--- config.mk ---
export PLATFORM = sky130hd
export DESIGN_NAME = line_eval
export DESIGN_NICKNAME = d
export VERILOG_FILES = /design/src/rtl/tictactoe_pkg.sv /design/src/rtl/line_eval.sv
export SDC_FILE = /design/constraint.sdc
export NUM_CORES = 1
export LEC_CHECK = 0
export CORE_ASPECT_RATIO = 1.75
export CORE_MARGIN = 2
export CORE_UTILIZATION = 35
export DETAILED_ROUTE_END_ITERATION = 16
export PLACE_DENSITY = 0.72
export REMOVE_ABC_BUFFERS = 1
export SLEW_MARGIN = 20
export SYNTH_ARGS = -nofsm -noshare
export SYNTH_HDL_FRONTEND = slang
export SYNTH_SLANG_ARGS = --single-unit
--- constraint.sdc ---
create_clock -name vclk -period 1.2
set_clock_uncertainty 0.05 [all_clocks]
set_input_delay 0.12 -clock vclk [all_inputs]
set_output_delay 0.12 -clock vclk [all_outputs]
set_load 0.01 [all_outputs]
--- src/rtl/tictactoe_pkg.sv ---
// Shared tic-tac-toe definitions: cell and winner codes, FSM states and the line table.
// The move validator uses the same LINES table, so keep the row/column/diagonal order stable.
package tictactoe_pkg;

  localparam int NUM_CELLS = 9;
  localparam int NUM_LINES = 8;

  typedef enum logic [1:0] {
    CELL_EMPTY   = 2'd0,
    CELL_X       = 2'd1,
    CELL_O       = 2'd2,
    CELL_INVALID = 2'd3
  } cell_t;

  typedef enum logic [1:0] {
    WIN_NONE = 2'd0,
    WIN_X    = 2'd1,
    WIN_O    = 2'd2
  } win_t;

  typedef enum logic [2:0] {
    ST_IDLE,
    ST_READ,
    ST_CAPT,
    ST_EVAL,
    ST_DONE
  } state_t;

  // Rows, then columns, then the two diagonals (row-major cell numbering).
  localparam logic [3:0] LINES [NUM_LINES][3] = '{
    '{4'd0, 4'd1, 4'd2},
    '{4'd3, 4'd4, 4'd5},
    '{4'd6, 4'd7, 4'd8},
    '{4'd0, 4'd3, 4'd6},
    '{4'd1, 4'd4, 4'd7},
    '{4'd2, 4'd5, 4'd8},
    '{4'd0, 4'd4, 4'd8},
    '{4'd2, 4'd4, 4'd6}
  };

endpackage

--- src/rtl/line_eval.sv ---
// Combinational evaluation of all 8 lines over the 9 decoded cells.
// Zero latency; no flow control.
module line_eval
  import tictactoe_pkg::*;
(
  input  logic [2*NUM_CELLS-1:0] cells,
  output logic                   x_line,
  output logic                   o_line,
  output logic                   any_empty,
  output logic                   any_invalid,
  output logic [NUM_CELLS-1:0]   win_mask
);

  logic [1:0] c0, c1, c2;

  always_comb begin
    x_line      = 1'b0;
    o_line      = 1'b0;
    any_empty   = 1'b0;
    any_invalid = 1'b0;
    win_mask    = '0;
    c0          = CELL_EMPTY;
    c1          = CELL_EMPTY;
    c2          = CELL_EMPTY;

    for (int i = 0; i < NUM_CELLS; i++) begin
      if (cells[2*i +: 2] == CELL_EMPTY)   any_empty   = 1'b1;
      if (cells[2*i +: 2] == CELL_INVALID) any_invalid = 1'b1;
    end

    for (int l = 0; l < NUM_LINES; l++) begin
      c0 = cells[2*LINES[l][0] +: 2];
      c1 = cells[2*LINES[l][1] +: 2];
      c2 = cells[2*LINES[l][2] +: 2];
      if (c0 == CELL_X && c1 == CELL_X && c2 == CELL_X) x_line = 1'b1;
      if (c0 == CELL_O && c1 == CELL_O && c2 == CELL_O) o_line = 1'b1;
      // A line owned by either player contributes; error masking is done by the caller.
      if ((c0 == CELL_X || c0 == CELL_O) && c0 == c1 && c1 == c2) begin
        win_mask[LINES[l][0]] = 1'b1;
        win_mask[LINES[l][1]] = 1'b1;
        win_mask[LINES[l][2]] = 1'b1;
      end
    end
  end

endmodule

Word-level counts from Yosys, hierarchy flattened:

Cells that the tools add are included.

* bits in registers: 0
* input bits: 18
* output and inout port bits: 13
* word-level logic and storage cells: 157

* equal/unequal tests: 43
* muxes and demuxes: 52
* reduce and logical (&&, ||, !) cells: 62

Operators with widths (number)
* $mux 1: 49
* $logic_and 1x1->1: 48
* $eq 2x2->1 const B: 18
* $eq 2x2->1: 16
* $eq 2x1->1 const B: 9
* $logic_not 2->1: 9
* $mux 3: 3
* $logic_or 1x1->1: 5

Longest topological paths before layout:

* depth after elaboration: 11
* depth in mapped cells: 5
* mapped depth without buffers: 5

Least setup slack after synthesis:

No wires, ideal clock.

* path kind: input-to-output
* from: input cells[4]
* to: output o_line
* arrival: 1.025 ns
* data required time: 1.030 ns
* setup slack: 0.005 ns
* cell stages on the path: 4
* buffers on the path: 0
* cell sequence: inv_1 > ha_1 > a22o_1 > a2111o_1

* longest elaborated chain between the ends: 10
* elaborated cells on any way between the ends: 14
* those cells by class: eq/ne: 1; mux: 8; reduce/logical: 5

RTL lines
* start: declaration: line line_eval.sv:6 `input logic [2*NUM_CELLS-1:0] cells,`
* $eq 2x2->1 *: line line_eval.sv:36 `if (c0 == CELL_O && c1 == CELL_O && c2 == CELL_O) o_line = 1'b1;`
* $logic_and 1x1->1: line line_eval.sv:36
* $mux 1 (7 in series): line line_eval.sv:36
* $mux 1 *: line line_eval.sv:36
* end: declaration: line line_eval.sv:8 `output logic o_line,`

Mark *: on every way between the ends. The rest lies on a longest branch, timed or not.

Worst setup path in the final report:

* from: input cells[0]
* to: output x_line

* longest elaborated chain between the ends: 11
* elaborated cells on any way between the ends: 15
* those cells by class: eq/ne: 1; mux: 8; reduce/logical: 6

RTL lines
* $eq 2x1->1 *: line line_eval.sv:35 `if (c0 == CELL_X && c1 == CELL_X && c2 == CELL_X) x_line = 1'b1;`
* $logic_and 1x1->1 (2 in series): line line_eval.sv:35
* $mux 1 (6 in series): line line_eval.sv:35
* $mux 1 * (2 in series): line line_eval.sv:35
* end: declaration: line line_eval.sv:7 `output logic x_line,`

Marked as above.

==> summary.txt <==
Status
  – Result of the run: finished, violations left
  – Failing checks: setup timing

Power and ir drop
  – Pleak: 0.000813 uW
  – Cell Pwr Density: 322 nW/um2
  – Maximum vdd drop: 0.000163 V

Critical path
  – Critical Path End Type: primary output
  – Crit-path max FO: 3
  – Worst Setup Start Kind: input port
  – CP Launch Point: cells[0]
  – Crit Path Class: in -> out
  – WP data required: around 1.0 ns
  – Critical path data arrival time: 1.19 ns

Synth
  – Post-synth cell types: 24
  – Main combinational cell family by area after synthesis: simple AND/OR/NAND/NOR gates
  – Seq/Total Area, Yosys: 0
  – Synth Cell Area: 883 um2
  – Synth Area in XOR/XNOR: 0
  – Syn Inst Count: 123
  – Top cell type by total area after synthesis: ha_1
  – Multiplexer share of the synthesized area: 0
  – Syn Area/Cell: 7.18 um2
  – Synth Area in Compound Gates: 0.193
  – Synth Area in Adders: 0.283
  – Area contributors post-synth: ha_1, nor3_1, and3_1
  – Simple-gate share of the synthesized area: 0.431
  – Yosys top cell area share: 0.283
  – Yosys Warn Count: 0

Final layout
  – Area Overhead vs Synth: 98.9%
  – Commonest non-fill, non-tap cells in the layout: buf_4, buf_2, buf_6
  – # nets final: 226
  – Core Util, Final: 0.722
  – Sequential standard cell area: 0 um2
  – CLK BUF: 0
  – Finished Layout Cells: 212
  – Antenna fix cells: 0
  – Layout cell share with drive strength beyond 1: 0.688
  – Fillers: approximately 190
  – Most common cell after layout, fill and taps aside: buf_4
  – Sequential cell count: 0
  – Final Instance Area: 1760 um2

Min path
  – Hold WC Path Type: in -> out
  – Hold depth: 4
  – HP Start: cells[15]

Timing
  – Final hold violations: 0
  – Pins Over Slew Limit: 0
  – Pin slew with the least headroom to its limit: 0.302 ns
  – Relative slew slack: 0.799
  – Setup TNS: -0.665 ns
  – Final setup fails: 10
  – Final min period: approximately 1.4 ns
  – RSZ-0062 raised after global routing: yes
  – Final setup margin: -0.163 ns
  – FMAX: 0.734 GHz
  – Fin crit share: 1.14

Job
  – Max Cap Violations: 0

Placed design
  – Post-Place Cells: 207
  – Port bufs: 31
  – Post-DP HPWL: 2.65 mm
  – RePlAce Congestion: 0.834
  – DP Area: 1430 um2

GRT
  – Antenna violations before repair: 0
  – Largest net degree at the start of global routing: 10
  – Number of global-route vias before repair: 1395
  – Overflow after GRT: 0
  – First-pass GRT wire length: 6.47 mm
  – Tot GR Track Use: 0.274

Detailed routing
  – Drt wl/cell: 18.8 um
  – DRT Pass-1 Iters: 4
  – DRC errors left: 0
  – Final ANT Viol Nets: 0
  – Drt initial violations: 32
  – DR vias: 1238
  – Vias/cell: 5.84
  – Routed WL: ~4.0 mm

Floorplanning
  – Die span in x: roughly 42 um
  – Std cell rows: 24
  – DIE AREA: 2960 um2
  – I/O pin total: 31
  – Initial Utilization: 0.363
  – Core ar.: ~2400 um2
  – Die height: 70.5 um
synth_stat cells, drive strengths merged:
cell type and count:
inv 10, a2111o 2, buf 6, o221ai 8, ha 20, nand2b 2, nand3b 10, a22o 2
nor4 1, o22ai 1, nor2 3, a222oi 1, or2b 4, nand2 6, nand4 1, o2111ai 1
a21oi 7, nor3 17, nand3 5, and3 16
path summary, 6_finish.rpt:
check           to  slack [ns]
max         x_line       -0.16
min    any_invalid        0.65
metal layers:
layer | track usage | share of wire | vias up | wire (um)
met5 | 0 | 0 | - | 0
met4 | 0.111 | 0.029 | 0 | 116
li1 | - | - | 594 | -
met1 | 0.277 | 0.36 | 601 | 1460
met3 | 0.0129 | 0.017 | 8 | 69
met2 | 0.549 | 0.59 | 35 | 2350
repair_timing:
item,4_1_cts,5_1_grt
gates cloned,4,0
setup endpoints to repair,13,13
hold endpoints to repair,0,0
resized for setup,188,35
buffers inserted,0,1
pin swaps,23,10
hold buffers,0,0
cell type report:
| cell class | instances | area [um2] | share of cell area |
|---|---|---|---|
| Inverter | 10 | 40.0 | 0.0228 |
| Timing Repair Buffer | 69 | 515 | 0.293 |
| Tap cell | 26 | 32.5 | 0.0185 |
| Multi-Input combinational cell | 107 | 1170 | 0.665 |
critical path, stage by stage:
cell and delay (ns):
buf_2 0.12, buf_4 0.14, ha_4 0.15, buf_4 0.12, a2111o_1 0.39, buf_2 0.15
per-stage QoR:
stage	hold slack, ns	worst slack (ns)	total power [uW]
after global routing	0.658	-0.196	605
after floorplan	0.333	0.00468	140
after global placement	1.46	-1.08	419
after detailed placement	1.46	-1.14	431
final	0.653	-0.163	566
after CTS	0.722	-0.182	495
cell families after synthesis:
logic type	count (synthesis)
AOI/OAI and AO/OA	22
adders and majority gates	20
buffers and inverters	16
and+or+nand+nor	65
power by group:
| group | switching (uW) | internal, uW |
|---|---|---|
| Sequential | 0 | 0 |
| Clock | 0 | 0 |
| Combinational | 287 | 279 |
| Total | 287 | 279 |
Note: power is estimated with default switching activity, not from simulation.
